==> src/rtl/muldiv_pkg.sv <==
// rtl/muldiv_pkg.sv - operation encoding, FSM states and op helpers for the multiply/divide unit
package muldiv_pkg;

    typedef enum logic [1:0] {
        MD_MULT  = 2'b00,
        MD_MULTU = 2'b01,
        MD_DIV   = 2'b10,
        MD_DIVU  = 2'b11
    } md_op_t;

    typedef enum logic [2:0] {
        IDLE,
        PREP,
        CALC,
        FIX,
        DONE
    } md_state_t;

    function automatic logic is_signed(input md_op_t op);
        return (op == MD_MULT) || (op == MD_DIV);
    endfunction

    function automatic logic is_div(input md_op_t op);
        return (op == MD_DIV) || (op == MD_DIVU);
    endfunction

endpackage

==> src/rtl/muldiv_if.sv <==
// rtl/muldiv_if.sv - request/result bundle between the cpu datapath and the multiply/divide unit
interface muldiv_if #(
    parameter int WIDTH = 32
);
    logic             start;
    logic [1:0]       op;
    logic [WIDTH-1:0] a;
    logic [WIDTH-1:0] b;
    logic             hi_we;
    logic             lo_we;
    logic [WIDTH-1:0] wdata;
    logic [WIDTH-1:0] hi;
    logic [WIDTH-1:0] lo;
    logic             busy;
    logic             done;
    logic             stall;
    logic             div_zero;

    modport master (
        output start, op, a, b, hi_we, lo_we, wdata,
        input  hi, lo, busy, done, stall, div_zero
    );

    modport slave (
        input  start, op, a, b, hi_we, lo_we, wdata,
        output hi, lo, busy, done, stall, div_zero
    );
endinterface

==> src/rtl/muldiv_iter_step.sv <==
// rtl/muldiv_iter_step.sv - one combinational shift-add or restoring-divide iteration
module muldiv_iter_step #(
    parameter int WIDTH = 32
) (
    input  logic               div_mode,
    input  logic [2*WIDTH-1:0] acc,
    input  logic [2*WIDTH-1:0] opnd,
    input  logic               in_bit,
    output logic [2*WIDTH-1:0] acc_next,
    output logic               q_bit
);
    localparam int W = WIDTH;

    logic [W:0]   shifted;
    logic [W+1:0] diff;

    // Divide: acc[W:0] is the partial remainder, in_bit the next dividend bit.
    // Multiply: opnd is the already-shifted multiplicand, in_bit the current multiplier bit.
    always_comb begin
        shifted  = {acc[W-1:0], in_bit};
        diff     = {1'b0, shifted} - {2'b00, opnd[W-1:0]};
        acc_next = acc;
        q_bit    = 1'b0;
        if (div_mode) begin
            q_bit    = ~diff[W+1];
            acc_next = {{(W-1){1'b0}}, (q_bit ? diff[W:0] : shifted)};
        end else if (in_bit) begin
            acc_next = acc + opnd;
        end
    end
endmodule

==> src/rtl/muldiv_unit.sv <==
// rtl/muldiv_unit.sv - iterative MULT/MULTU/DIV/DIVU unit with HI/LO; MULDIV_EARLY_EXIT_EN enables multiply early exit
module muldiv_unit
    import muldiv_pkg::*;
#(
    parameter  int WIDTH = 32,
    localparam int CNT_W = $clog2(WIDTH)
) (
    input  logic     clk_in,
    input  logic     reset,
    muldiv_if.slave  bus
);
    localparam int W = WIDTH;

    md_state_t          state;
    md_op_t             op_r;
    logic [W-1:0]       a_r;
    logic [W-1:0]       b_r;
    logic [2*W-1:0]     acc;
    logic [2*W-1:0]     opnd;
    logic [W-1:0]       shreg;
    logic [CNT_W-1:0]   cnt;
    logic               neg_res;
    logic               neg_rem;
    logic [W-1:0]       hi_r;
    logic [W-1:0]       lo_r;
    logic               done_r;
    logic               dz_r;

    logic               sgn;
    logic               div_op;
    logic [W-1:0]       a_mag;
    logic [W-1:0]       b_mag;
    logic [2*W-1:0]     acc_next;
    logic               q_bit;
    logic               step_bit;
    logic               early_exit;
    logic [2*W-1:0]     prod;
    logic [W-1:0]       quo;
    logic [W-1:0]       rem;
    logic [W-1:0]       fix_hi;
    logic [W-1:0]       fix_lo;

    assign sgn      = is_signed(op_r);
    assign div_op   = is_div(op_r);
    assign step_bit = div_op ? shreg[W-1] : shreg[0];

    muldiv_iter_step #(.WIDTH(W)) u_step (
        .div_mode (div_op),
        .acc      (acc),
        .opnd     (opnd),
        .in_bit   (step_bit),
        .acc_next (acc_next),
        .q_bit    (q_bit)
    );

`ifdef MULDIV_EARLY_EXIT_EN
    // Once the multiplier bits still to be consumed are all zero, further adds would be no-ops.
    assign early_exit = !div_op && (shreg[W-1:1] == '0);
`else
    assign early_exit = 1'b0;
`endif

    always_comb begin
        a_mag = (sgn && a_r[W-1]) ? (~a_r + 1'b1) : a_r;
        b_mag = (sgn && b_r[W-1]) ? (~b_r + 1'b1) : b_r;
    end

    // Sign fix-up; MIN / -1 falls out naturally since -MIN wraps back to MIN.
    always_comb begin
        prod   = neg_res ? (~acc + 1'b1) : acc;
        quo    = neg_res ? (~shreg + 1'b1) : shreg;
        rem    = neg_rem ? (~acc[W-1:0] + 1'b1) : acc[W-1:0];
        fix_hi = prod[2*W-1:W];
        fix_lo = prod[W-1:0];
        if (div_op) begin
            if (dz_r) begin
                fix_hi = a_r;
                fix_lo = '1;
            end else begin
                fix_hi = rem;
                fix_lo = quo;
            end
        end
    end

    always_ff @(posedge clk_in or negedge reset) begin
        if (!reset) begin
            state   <= IDLE;
            op_r    <= MD_MULT;
            a_r     <= '0;
            b_r     <= '0;
            acc     <= '0;
            opnd    <= '0;
            shreg   <= '0;
            cnt     <= '0;
            neg_res <= 1'b0;
            neg_rem <= 1'b0;
            hi_r    <= '0;
            lo_r    <= '0;
            done_r  <= 1'b0;
            dz_r    <= 1'b0;
        end else begin
            done_r <= 1'b0;
            case (state)
                IDLE: begin
                    if (bus.hi_we) hi_r <= bus.wdata;
                    if (bus.lo_we) lo_r <= bus.wdata;
                    if (bus.start) begin
                        op_r  <= md_op_t'(bus.op);
                        a_r   <= bus.a;
                        b_r   <= bus.b;
                        dz_r  <= 1'b0;
                        state <= PREP;
                    end
                end
                PREP: begin
                    acc     <= '0;
                    cnt     <= '0;
                    neg_res <= sgn && (a_r[W-1] ^ b_r[W-1]);
                    if (div_op) begin
                        opnd    <= {{W{1'b0}}, b_mag};
                        shreg   <= a_mag;
                        neg_rem <= sgn && a_r[W-1];
                        if (b_r == '0) dz_r <= 1'b1;
                    end else begin
                        opnd    <= {{W{1'b0}}, a_mag};
                        shreg   <= b_mag;
                        neg_rem <= 1'b0;
                    end
                    state <= CALC;
                end
                CALC: begin
                    acc <= acc_next;
                    cnt <= cnt + 1'b1;
                    if (div_op) begin
                        shreg <= {shreg[W-2:0], q_bit};
                    end else begin
                        opnd  <= opnd << 1;
                        shreg <= shreg >> 1;
                    end
                    if (cnt == CNT_W'(W-1) || early_exit) state <= FIX;
                end
                FIX: begin
                    hi_r   <= fix_hi;
                    lo_r   <= fix_lo;
                    done_r <= 1'b1;
                    state  <= DONE;
                end
                DONE: begin
                    state <= IDLE;
                end
                default: begin
                    state <= IDLE;
                end
            endcase
        end
    end

    assign bus.hi       = hi_r;
    assign bus.lo       = lo_r;
    assign bus.done     = done_r;
    assign bus.div_zero = dz_r;
    assign bus.busy     = (state != IDLE);
    assign bus.stall    = (bus.start && state == IDLE) ||
                          (state == PREP) || (state == CALC) || (state == FIX);
endmodule

==> src/flat_wrapper.sv <==
// flat-port wrapper written by rule: the top's interface ports become plain ports
module muldiv_unit_flat import muldiv_pkg::*;
#(
    parameter  int WIDTH = 32,
    localparam int CNT_W = $clog2(WIDTH)
)
  (clk_in, reset, bus_start, bus_op, bus_a, bus_b, bus_hi_we, bus_lo_we, bus_wdata, bus_hi, bus_lo, bus_busy, bus_done, bus_stall, bus_div_zero);
  muldiv_if #(.WIDTH(WIDTH)) bus_i ();
  input  logic clk_in;
  input  logic reset;
  input wire logic [$bits(bus_i.start)-1:0] bus_start;
  input wire logic [$bits(bus_i.op)-1:0] bus_op;
  input wire logic [$bits(bus_i.a)-1:0] bus_a;
  input wire logic [$bits(bus_i.b)-1:0] bus_b;
  input wire logic [$bits(bus_i.hi_we)-1:0] bus_hi_we;
  input wire logic [$bits(bus_i.lo_we)-1:0] bus_lo_we;
  input wire logic [$bits(bus_i.wdata)-1:0] bus_wdata;
  output wire logic [$bits(bus_i.hi)-1:0] bus_hi;
  output wire logic [$bits(bus_i.lo)-1:0] bus_lo;
  output wire logic [$bits(bus_i.busy)-1:0] bus_busy;
  output wire logic [$bits(bus_i.done)-1:0] bus_done;
  output wire logic [$bits(bus_i.stall)-1:0] bus_stall;
  output wire logic [$bits(bus_i.div_zero)-1:0] bus_div_zero;
  assign bus_i.start = bus_start;
  assign bus_i.op = bus_op;
  assign bus_i.a = bus_a;
  assign bus_i.b = bus_b;
  assign bus_i.hi_we = bus_hi_we;
  assign bus_i.lo_we = bus_lo_we;
  assign bus_i.wdata = bus_wdata;
  assign bus_hi = bus_i.hi;
  assign bus_lo = bus_i.lo;
  assign bus_busy = bus_i.busy;
  assign bus_done = bus_i.done;
  assign bus_stall = bus_i.stall;
  assign bus_div_zero = bus_i.div_zero;
  muldiv_unit #(.WIDTH(WIDTH)) u_core (.clk_in(clk_in), .reset(reset), .bus(bus_i));
endmodule
==> config.mk <==
export PLATFORM = sky130hd
export DESIGN_NAME = muldiv_unit_flat
export DESIGN_NICKNAME = d
export VERILOG_FILES = /design/src/rtl/muldiv_pkg.sv /design/src/rtl/muldiv_if.sv /design/src/rtl/muldiv_iter_step.sv /design/src/rtl/muldiv_unit.sv /design/src/flat_wrapper.sv
export SDC_FILE = /design/constraint.sdc
export NUM_CORES = 1
export LEC_CHECK = 0
export BUFFER_PORTS_ARGS = -buffer_cell sky130_fd_sc_hd__buf_4
export CAP_MARGIN = 40
export CELL_PAD_IN_SITES_DETAIL_PLACEMENT = 0
export CELL_PAD_IN_SITES_GLOBAL_PLACEMENT = 1
export CORE_ASPECT_RATIO = 1.75
export CORE_MARGIN = 1.5
export CORE_UTILIZATION = 35
export CTS_BUF_LIST = sky130_fd_sc_hd__clkbuf_16
export CTS_CLUSTER_DIAMETER = 60
export CTS_CLUSTER_SIZE = 24
export DETAILED_ROUTE_END_ITERATION = 7
export PLACE_DENSITY_LB_ADDON = 0.25
export SLEW_MARGIN = 20
export SYNTH_ARGS = -nofsm -noshare
export SYNTH_HDL_FRONTEND = slang
export SYNTH_SLANG_ARGS = --single-unit
==> constraint.sdc <==
create_clock -name clk_in -period 11.8 [get_ports clk_in]
set_clock_uncertainty 0.05 [all_clocks]
set_input_delay 0.59 -clock clk_in [delete_from_list [all_inputs] [get_ports clk_in]]
set_output_delay 0.59 -clock clk_in [all_outputs]
set_load 0.01 [all_outputs]
======== Word-level counts from Yosys, hierarchy flattened ========
Cells that the tools add are included.
word-level totals
  input port bits ......................... 103
  flip-flop bits (word level) ............. 302
  logic and storage cells ................. 100
  output and inout bits ................... 68
operators by class
  bitwise operators ....................... 7
  equality and inequality tests ........... 14
  mux-type cells .......................... 34
  add/sub/neg operators ................... 8
  reduce and logical (&&, ||, !) cells .... 23
operator list
  operator               count
  $mux 32                13
  $mux 64                4
  $pmux 64 s2            2
  $pmux 32 s2            3
  $add 32x1->32 const B  4
  $not 32->32            4
  $add 64x1->64 const B  1
  $add 64x64->64         1
  $not 64->64            1
  $sub 33x32->34         1
  $mux 33                1
  $logic_not 32->1       1
  $pmux 3 s4             1
  $reduce_and 2->1       6
  $pmux 5 s2             1
  $ne 2x2->1 const B     4
  $eq 3x2->1 const B     2
  $mux 1                 6
  $mux 3                 2
  $ne 2x1->1 const B     3
  $reduce_bool 2->1      3
  $add 5x1->5 const B    1
  $eq 5x5->1 const B     1
  $logic_or 1x1->1       5
  11 further kinds       15

======== Longest topological paths before layout ========
Gate-level depths: netlist of the first run.
  depth in word-level cells ............... 7
  depth in mapped cells ................... 18
  mapped depth without buffers ............ 15

======== Modules after synthesis ========
From an unflattened synthesis of the first run, not the netlist that was laid out.
second synthesis, totals
  cell total of the unflattened synthesis .. 3126
  area total of the unflattened synthesis .. 25102.8 µm²
modules (own cells, without submodules)
  module            area each (µm²)  cells each  sequential area each (µm²)  times used
  muldiv_unit       18133.6          2067        7557.2                      1
  muldiv_iter_step  6969.2           1059        0.0                         1

======== Worst setup path before layout of the first run ========
No wires, ideal clock.
  path kind ............................... register to register
  start ................................... register u_core.op_r[1]
  end ..................................... register u_core.acc[32]
  setup time .............................. 0.066 ns
  arrival time ............................ 4.335 ns
  data required time ...................... 11.684 ns
  setup slack ............................. 7.349 ns
  path buffers ............................ 3
  period minus slack after synthesis ...... 4.451 ns
  stages on the path, launching flop included .. 19
  cells stage by stage .................... dfrtp_1 > clkbuf_1 > clkbuf_1 > clkbuf_1 > mux2i_1 > ha_1 > inv_1 > fa_1 > a21o_1 > a21oi_1 > o21ai_1 > a221oi_1 > o211ai_1 > a311oi_2 > o21ai_1 > a311oi_1 > o21ai_0 > nor4_1 > o31a_1
on the way
  word-level cells in the longest chain between the ends .. 7
  elaborated cells on any way between the ends .. 10
  those cells by class .................... 1 x add/sub; 3 x eq/ne; 4 x mux; 2 x reduce/logical
RTL lines
  element                   RTL line                RTL
  start: declaration        muldiv_unit.sv:15       md_op_t op_r;
  start signal: assignment  muldiv_unit.sv:109      op_r <= md_op_t'(bus.op);
  $eq 2x2->1                muldiv_pkg.sv:24        return (op == MD_DIV) || (op == MD_DIVU);
  $logic_or 1x1->1 *        muldiv_pkg.sv:24
  $mux 1                    muldiv_unit.sv:45       assign step_bit = div_op ? shreg[W-1] : shreg[0];
  $sub 33x32->34            muldiv_iter_step.sv:21  diff = {1'b0, shifted} - {2'b00, opnd[W-1:0]};
  $mux 33                   muldiv_iter_step.sv:26  acc_next = {{(W-1){1'b0}}, (q_bit ? diff[W:0] : shifted)};
  $mux 64                   muldiv_iter_step.sv:24  if (div_mode) begin
  $pmux 64 s2               muldiv_unit.sv:104      case (state)
  end signal: assignment    muldiv_unit.sv:133      acc <= acc_next;
  end: declaration          muldiv_unit.sv:18       logic [2*W-1:0] acc;
Every way passes the cells marked *; elsewhere a longest branch is shown, timed or not.
A chain may end at the register's enable or synchronous reset.

======== Worst setup path in the final report of the first run ========
Ends and elaborated chain as after synthesis.

==> results.ini, run 1 <==
[grt]
grt_start_max_net_pins = 159
grt_first_pass_wirelength_um = 144000
grt_usage_pct = 28.4
grt_pass1_vias = 22600
grt_remaining_overflow = 0
antenna_found_initial = 1

[critical_path]
crit_chain = mux2i_1, ha_1, inv_1, fa_1, a21o_1, a21oi_1, o21ai_1, a221oi_1, o211ai_1, a311oi_2, o21ai_1, a311oi_1, o21ai_0, nor4_1, o31a_1
endpoint_kind = flip-flop
critical_path_class = flip-flop to flip-flop
critPathArrivalTime_ns = 5.28
cp_num_buf_inv = 1
startpoint_type = flip-flop
path_max_fanout = 38
crit_required_ns = 12.30
max_stage_delay_ns = 0.75
cp_common_cell = o21ai_1
cpLargestDelayFamily = compound AO/OA/AOI/OAI gates
crit_slowest_cell = dfrtp_4

[routing]
dr_wl_met3_um = 4700
vias = 22700
avgViaCountPerCell = 5.87
drt-initial-drc-count = 1505
highest-signal-layer = met4
ant_nets = 0
wl_per_cell_um = 25.3
routed_wirelength_um = 97800
firstDrtPassIters = 6
wl_met2_um = 50300
drc_errors = 0
drt-met1-wl_um = 35000

[place]
portBuffers = 170
gp_congestion = 0.952
dp_cells = 3798
dp_hpwl_um = 75900

[die]
die_y_um = 344
dieArea_um2 = 68200
ios = 171
core_area_um2 = 66200
die_width_um = 198
initial_core_util_pct = 35.2
fp-row-count = 125

[timing]
drv_slew = 0
slew_headroom_pct = 36.1
post-route-period-util_pct = 40.5
finalSetupViolCount = 0
period_needed_ns = 4.78
rsz0062_at_grt = false
hold_violations = 0
finalSetupTns_ns = 0
tightest_slew_ns = 0.959
timing.fmax_mhz = 209
hold_ws_ns = 0.0894

[clock_network]
htreeDepth = 1
clk-insertion-delay-late_ns = 0.64
cts_buffers = 31
cts.sinks = 302
clk_pin_slew_ns = 0.09
post_cts_buffers = 0
cts_tree = yes
cts_buffer_depth = 3
clock_tree.root_cell = clkbuf_16

[run]
cap_violations = 0

[power_and_ir_drop]
totalPowerFinal_mw = 8.37
leakage_nw = 11.6
peakVddDrop_v = 0.000145
power.density_nw_per_um2 = 315

[synthesis]
synth_nets = 3104
ys_warn_count = 0
synth_cell_types = 85
ys_seq_elements = 302
ys_seq_area_share_pct = 32.4
avgSynthCellArea_um2 = 8.04
async_reset_ff_share_pct = 100
syn-cell-area_um2 = 23300
synth_flop_cell = dfrtp_1
synthCells = 2898
synth_edf_count = 0

[status]
status = finished clean

[finish]
nNetsFinal = 3152
syn_to_final_growth_pct = 13.9
diodes = 0
stdcell_count = 3860
fillCellCount = 6812
drive_gt1_share_pct = 11.6
utilization_pct = 40.1

[worst_hold_path]
min_path_type = input pin to flip-flop

-- sequential cells by signal, summed over array words and instances, names as in the netlist, 3 cells and up --
signal,count
u_core.bus.hi,32
u_core.shreg,32
u_core.opnd,64
u_core.a_r,32
u_core.cnt,5
u_core.acc,64
u_core.b_r,32
u_core.bus.lo,32
u_core.state,3
-- Yosys cell counts, types with 20 or more instances --
cell / instances / area (um^2)
nand2_1: 558 / 2090
inv_1: 71 / 267
o221ai_1: 43 / 377
nand3_1: 77 / 385
xor2_1: 108 / 946
clkbuf_1: 164 / 616
nor2_1: 167 / 627
nor3_1: 27 / 135
a22oi_1: 32 / 240
ha_1: 101 / 1260
a31oi_1: 28 / 175
o21ai_0: 231 / 1160
nand4_1: 20 / 125
dfrtp_1: 302 / 7560
mux2i_1: 105 / 1050
a21oi_1: 198 / 991
xnor2_1: 154 / 1350
buf_1: 27 / 101
a211oi_1: 29 / 218
o21bai_1: 23 / 173
a21o_1: 42 / 315
o31ai_1: 46 / 345
a221o_1: 25 / 250
or3_1: 27 / 169
-- stage by stage --
| step | setup WS (ns) | area (um^2) |
|---|---|---|
| final | 7.02 | 26600 |
| after global routing | 6.75 | 26600 |
| after CTS | 7.04 | 26500 |
| after detailed placement | 7.14 | 25300 |
| after global placement | 7.09 | 25200 |
| after floorplan | 7.35 | 23300 |
-- report_power, final --
| group | internal (mW) | leakage (nW) | switching (mW) |
|---|---|---|---|
| logic | 1.86 | 7.27 | 3.25 |
| clock network | 0.569 | 0.556 | 0.555 |
| registers | 1.42 | 3.82 | 0.708 |
| total | 3.86 | 11.6 | 4.52 |
-- tightest hold or removal path: stages --
cell and delay [ns]:
buf_4 0.08, nand2_1 0.04, nand2_1 0.05
-- cell usage in the layout, fill, tap and decap left out, drive strengths merged, types with 18 or more instances in the layout --
cell / count
nand2: 558
dfrtp: 302
o21ai: 238
buf: 221
a21oi: 198
nor2: 168
xnor2: 154
xor2: 108
mux2i: 105
ha: 101
inv: 88
nand3: 78
o31ai: 51
o221ai: 43
a21o: 42
a22oi: 32
or3: 32
clkbuf: 31
a211oi: 29
a31oi: 29
nor3: 28
a221o: 25
o21bai: 23
or4: 22
nand4: 20
nand2b: 18
nor4: 18
-- layout make-up --
class	instances	area [um^2]	share of cell area, %
well taps	889	1110	4.19
repair buffers	223	1760	6.63
inverters	72	270	1.02
flip-flops and latches	302	7560	28.5
clock buffers	31	776	2.92
clock inverters	27	365	1.38
multi-input cells	2316	14700	55.4
-- per-layer routing --
layer	vias up	GRT usage, %
li1	10400	-
met1	11100	30.6
met2	851	52.1
met3	243	2.69
met4	0	19.2
met5	-	0
-- final timing paths --
| check | slack [ns] | start | endpoint | cells past startpoint |
|---|---|---|---|---|
| max in group asynchronous | 9.34 | reset | u_core.b_r[13]$_DFFE_PN0P_ | 5 |
| worst max-delay path | 7.02 | u_core.op_r[1]$_DFFE_PN0P_ | u_core.acc[32]$_DFFE_PN0P_ | 15 |
| worst max register to register | 7.02 | u_core.op_r[1]$_DFFE_PN0P_ | u_core.acc[32]$_DFFE_PN0P_ | 15 |
| min in group asynchronous | 0.42 | reset | u_core.opnd[62]$_DFFE_PN0P_ | 2 |
| worst min register to register | 0.44 | u_core.cnt[3]$_DFFE_PN0P_ | u_core.cnt[3]$_DFFE_PN0P_ | 1 |
| worst min-delay path | 0.09 | bus_b[26] | u_core.b_r[26]$_DFFE_PN0P_ | 3 |
-- cells by family after synthesis --
logic type / share of synthesized area (%)
xor gates and xnor gates: 9.84
AOI/OAI and AO/OA: 23.1
buffers and inverters: 4.65
and+or+nand+nor: 19.6
DFF: 32.4
adders and majority gates: 5.59
muxes: 4.75
-- timing repair --
| item | CTS | global route |
|---|---|---|
| gates resized for setup | 0 | 0 |
| hold endpoints to repair | 76 | 0 |
| hold buffers | 1 | 0 |
(Power assumes the default switching activity.)
==> run 2: changes to the inputs <==
==> constraint.sdc (replaced) <==
create_clock -name clk_in -period 4.2 [get_ports clk_in]
set_clock_uncertainty 0.05 [all_clocks]
set_input_delay 0.21 -clock clk_in [delete_from_list [all_inputs] [get_ports clk_in]]
set_output_delay 0.21 -clock clk_in [all_outputs]
set_load 0.01 [all_outputs]
==> results.ini, run 2 (synthesis results as in run 1) <==
[status]
status = finished clean

[finish]
nNetsFinal = 3315
top_regs = u_core.acc (64), u_core.opnd (64)
diodes = 0
layout_common_cells = nand2_1, dfrtp_1, buf_4, o21ai_0, a21oi_1
multiInputGateArea_um2 = 14700
fillCellCount = 6647
drive_gt1_share_pct = 13.1
stdcell_count = 4020
syn_to_final_growth_pct = 19.8
mostFrequentLayoutCell = nand2_1
final_cell_area_um2 = 27900
seq_area_um2 = 7560

[timing]
finalSetupTns_ns = 0
rsz0062_at_grt = false
finalSetupViolCount = 0
period_needed_ns = 4.00
timing.fmax_mhz = 250
slew_headroom_pct = 34.1
post-route-period-util_pct = 95.3
tightest_slew_ns = 0.989
drv_slew = 0
hold_violations = 0

[grt]
antenna_found_initial = 2
grt_start_max_net_pins = 104
grt_pass1_vias = 23100
grt_remaining_overflow = 0
grt_first_pass_wirelength_um = 145000
grt_usage_pct = 28.5

[routing]
vias = 23100
wl_per_cell_um = 24.6
firstDrtPassIters = 5
avgViaCountPerCell = 5.75
routed_wirelength_um = 98900
drc_errors = 0
ant_nets = 0
drt-initial-drc-count = 1604

[power_and_ir_drop]
leakage_nw = 12.4
power_frac_clock_pct = 12.4
seq_power_share_pct = 23.7
p_sw_share_pct = 53.0
internal_power_mw = 11.1
peakVddDrop_v = 0.000477
share_comb_of_total_power_pct = 63.9
power.density_nw_per_um2 = 843
p_sw_mw = 12.5

[clock_network]
clk-insertion-delay-late_ns = 0.62
clk_pin_slew_ns = 0.09
cts_tree = yes
cts_buffer_depth = 3
clock_tree.root_cell = clkbuf_16
cts.sinks = 302
htreeDepth = 1
cts_buffers = 28

[place]
dp_cells = 3866
dp_hpwl_um = 76100
portBuffers = 170
gp_congestion = 0.954
postPlaceCellArea_um2 = 25900

[critical_path]
max_stage_delay_ns = 0.49
crit_chain = mux2i_1, ha_1, inv_1, fa_1, a21o_1, a21oi_1, o21ai_1, a221oi_1, o211ai_1, a311oi_2, o21ai_1, a311oi_2, buf_4, xnor2_1, mux2i_1, o21ai_0
critPathArrivalTime_ns = 4.48
crit_required_ns = 4.68
critical_path_class = flip-flop to flip-flop
crit-reg2reg-launch = u_core.op_r[1]$_DFFE_PN0P_
crit_slowest_cell = dfrtp_4
endpoint_kind = flip-flop
path_max_fanout = 3
cp-startpoint = u_core.op_r[1]$_DFFE_PN0P_
startpoint_type = flip-flop
r2r.worst_path.cells = 16

[die]
die_y_um = 344
ios = 171
core_area_um2 = 66200
die_width_um = 198
dieArea_um2 = 68200
initial_core_util_pct = 35.2
fp-row-count = 125

[run]
cap_violations = 0

[worst_hold_path]
min_path_type = input pin to asynchronous set/reset pin

[run 2: changes by cell type in the layout (fill, tap and decap cells not counted), moves of 2 or more]
| cell | change |
|---|---|
| clkbuf_16 | -3 |
| dlygate4sd3_1 | +99 |
| inv_16 | -3 |
| clkinv_4 | -2 |
| buf_2 | -3 |
| buf_16 | -2 |
| inv_12 | -3 |
| buf_12 | +2 |
| buf_4 | +72 |
| clkinv_8 | +2 |
[run 2: layout make-up]
cell class | count | share of cell area, %
clock buffers | 28 | 2.51
inverters | 72 | 0.967
repair buffers | 389 | 11.6
multi-input cells | 2316 | 52.7
well taps | 889 | 3.98
clock inverters | 24 | 1.11
flip-flops and latches | 302 | 27.1
[run 2: path summary, 6_finish.rpt]
| path | end | slack (ns) |
|---|---|---|
| max | u_core.acc[28]$_DFFE_PN0P_ | 0.20 |
| min reg2reg | u_core.cnt[4]$_DFFE_PN0P_ | 0.46 |
| max in group asynchronous | u_core.neg_res$_DFFE_PN0P_ | 2.77 |
| min in group clk_in | u_core.bus.hi[18]$_DFFE_PN0P_ | 0.27 |
| max reg2reg | u_core.acc[28]$_DFFE_PN0P_ | 0.20 |
| min | u_core.opnd[63]$_DFFE_PN0P_ | 0.15 |
[run 2: what timing repair did]
item                                    CTS  global route
buffers inserted                          0             1
hold endpoints to repair                230             0
endpoints found under the setup margin    0             3
hold buffers                            100             0
gates resized for setup                   0             2
[run 2: critical path, delay by kind of cell, from the launching register on]
family | cells | cell delay [ns]
AO/OA/AOI/OAI | 9 | 2.19
XOR/XNOR | 1 | 0.12
adder cells (fa/ha/maj) | 2 | 0.59
buffers and inverters | 2 | 0.24
flip-flops | 1 | 0.49
multiplexers | 2 | 0.25
[run 2: stage by stage]
stage,util [%],hold slack (ns),setup WS (ns),total power [mW]
3_3_place_gp,39.1,0.276,0.184,20.2
4_1_cts,42.2,0.204,0.169,23.5
6_report,42.2,0.151,0.196,23.6
5_1_grt,42.2,0.233,0.0139,25.0
3_5_place_dp,39.1,0.304,0.208,20.3
2_1_floorplan,-,-0.136,0.0195,14.5
[run 2: power by group through the flow]
stage / sequential, mW / combinational, mW / clock, mW
2_1_floorplan: 5.04 / 9.50 / 0
3_3_place_gp: 5.59 / 14.6 / 0
3_5_place_dp: 5.59 / 14.7 / 0
4_1_cts: 5.57 / 14.9 / 2.98
5_1_grt: 5.68 / 16.2 / 3.06
6_report: 5.59 / 15.1 / 2.92
[run 2: layer usage]
layer / wire, um / track usage (%)
met1: 37200 / 31.1
met4: 7050 / 18.0
met2: 50400 / 52.3
met5: 25 / 0
met3: 4180 / 2.90
==> run 3: changes to the inputs <==
--- a/config.mk
+++ b/config.mk
@@ -7,7 +7,7 @@
 export LEC_CHECK = 0
 export BUFFER_PORTS_ARGS = -buffer_cell sky130_fd_sc_hd__buf_4
 export CAP_MARGIN = 40
-export CELL_PAD_IN_SITES_DETAIL_PLACEMENT = 0
+export CELL_PAD_IN_SITES_DETAIL_PLACEMENT = 1
 export CELL_PAD_IN_SITES_GLOBAL_PLACEMENT = 1
 export CORE_ASPECT_RATIO = 1.75
 export CORE_MARGIN = 1.5
@@ -16,6 +16,7 @@
 export CTS_CLUSTER_DIAMETER = 60
 export CTS_CLUSTER_SIZE = 24
 export DETAILED_ROUTE_END_ITERATION = 7
+export GPL_TIMING_DRIVEN = 0
 export PLACE_DENSITY_LB_ADDON = 0.25
 export SLEW_MARGIN = 20
 export SYNTH_ARGS = -nofsm -noshare
==> results.ini, run 3 (synthesis results as in run 1) <==
[grt]
grtUsageMet2_pct = 63.6
grt_first_pass_wirelength_um = 175000
grt_start_max_net_pins = 93
use_met1_pct = 35.6
grt_remaining_overflow = 0
antenna_found_initial = 2
met3_usage_pct = 4.90
grt_pass1_vias = 26400
grt_usage_pct = 35.5
busiest_layer = met2

[finish]
final_cell_area_um2 = 28500
mostFrequentLayoutCell = nand2_1
layout_common_cells = nand2_1, dfrtp_1, o21ai_0, a21oi_1, buf_4
diodes = 0
stdcell_count = 4152
top_regs = u_core.acc (64), u_core.opnd (64)
nNetsFinal = 3446
drive_gt1_share_pct = 11.6
utilization_pct = 43.0
syn_to_final_growth_pct = 22.1

[routing]
routed_wirelength_um = 122000
avgViaCountPerCell = 5.97
ant_nets = 0
wl_per_cell_um = 29.3
firstDrtPassIters = 6
drc_errors = 0
drt-initial-drc-count = 1706
vias = 24800

[critical_path]
crit_chain = ha_1, clkbuf_1, a21oi_1, o21ai_0, nor2_1, o211ai_1, a211oi_4, o221a_2, o31ai_2, a31o_2, a31oi_1, xor2_1, o21ai_0
critPathArrivalTime_ns = 4.62
crit-reg2reg-launch = u_core.acc[20]$_DFFE_PN0P_
crit_cells = 13
startpoint_type = flip-flop
endpoint_kind = flip-flop
cp_num_buf_inv = 1
critical_path_class = flip-flop to flip-flop
cp_common_cell = o21ai_0
crit_required_ns = 4.71
r2r_slack_ns = 0.09
crit_slowest_cell = o31ai_2
path_max_fanout = 8
r2r.worst_path.cells = 13
cpLargestDelayFamily = compound AO/OA/AOI/OAI gates
reg2reg_to = u_core.acc[61]$_DFFE_PN0P_
max_stage_delay_ns = 0.58

[power_and_ir_drop]
power.density_nw_per_um2 = 887
power_frac_clock_pct = 11.6
internal_power_mw = 11.1
peakVddDrop_v = 0.000361
seq_power_share_pct = 23.4
p_sw_share_pct = 56.1
share_comb_of_total_power_pct = 65.0
p_sw_mw = 14.1
totalPowerFinal_mw = 25.2
leakage_nw = 12.3

[clock_network]
cts_buffer_depth = 3
cts_buffers = 29
clock_tree.root_cell = clkbuf_16
htreeDepth = 1
cts_tree = yes
cts.sinks = 302
clk-insertion-delay-late_ns = 0.65
clk_pin_slew_ns = 0.10

[die]
initial_core_util_pct = 35.2
ios = 171
fp-row-count = 125
die_width_um = 198
dieArea_um2 = 68200
die_y_um = 344
core_area_um2 = 66200

[place]
postPlaceCellArea_um2 = 26100
portBuffers = 170
gp_congestion = 1.01
dp_slack_ns = -1.78
dp_hpwl_um = 98400
dp_cells = 3986

[timing]
period_needed_ns = 4.11
hold_ws_ns = 0.0199
timing.fmax_mhz = 244
hold_violations = 0
rsz0062_at_grt = true
fin_ws_ns = 0.0934
tightest_slew_ns = 0.976
finalSetupViolCount = 0
slew_headroom_pct = 34.9
post-route-period-util_pct = 97.8
finalSetupTns_ns = 0
drv_slew = 0

[status]
status = finished clean

[worst_hold_path]
min_path_type = input pin to asynchronous set/reset pin

[run]
cap_violations = 0

-- run 3: changes by cell type in the layout (fill, tap and decap cells not counted), sizes merged --
cell      change
clkbuf      +161
buf          -30
bufinv        -3
clkinv        +3
inv           +2
clkinvlp      -1
-- run 3: repair_timing --
action / in CTS / in global routing
hold endpoints to repair: 359 / 0
setup buffers: 4 / 6
hold buffers: 100 / 0
setup endpoints to repair: 50 / 45
pin swaps: 5 / 6
resized for setup: 39 / 20
-- run 3: metal layers --
| metal | up-vias | routed length, um | part of all wire (%) |
|---|---|---|---|
| met5 | - | 8 | 0.0066 |
| met1 | 12500 | 41700 | 34 |
| met2 | 893 | 61200 | 50 |
| met3 | 395 | 5970 | 4.9 |
| met4 | 2 | 12900 | 11 |
| li1 | 11000 | - | - |
-- run 3: final cells by class --
type	instances	area (um^2)
fillers	7998	37700
multi-input cells	2316	14900
flip-flops and latches	302	7570
repair buffers	316	2810
well taps	889	1110
plain buffers	203	817
clock buffers	29	726
clock inverters	25	292
inverters	72	270
-- run 3: power by group through the flow --
stage	registers [mW]	clock network, mW	logic (mW)
after floorplan	5.04	0	9.50
after global placement	5.77	0	15.1
after detailed placement	5.79	0	15.7
after CTS	5.78	2.97	16.0
after global routing	5.94	3.05	17.5
final	5.90	2.93	16.4
-- run 3: worst max path at each step --
| stage | to | slack [ns] | from |
|---|---|---|---|
| 3_5_place_dp | u_core.acc[16]$_DFFE_PN0P_ | -1.78 | u_core.op_r[1]$_DFFE_PN0P_ |
| 5_1_grt | u_core.acc[61]$_DFFE_PN0P_ | -0.03 | u_core.acc[20]$_DFFE_PN0P_ |
| 4_1_cts | u_core.acc[30]$_DFFE_PN0P_ | -0.12 | u_core.op_r[1]$_DFFE_PN0P_ |
| 6_report | u_core.acc[61]$_DFFE_PN0P_ | 0.09 | u_core.acc[20]$_DFFE_PN0P_ |
| 2_1_floorplan | u_core.acc[32]$_DFFE_PN0P_ | 0.02 | u_core.op_r[1]$_DFFE_PN0P_ |
| 3_3_place_gp | u_core.acc[15]$_DFFE_PN0P_ | -1.78 | u_core.op_r[1]$_DFFE_PN0P_ |
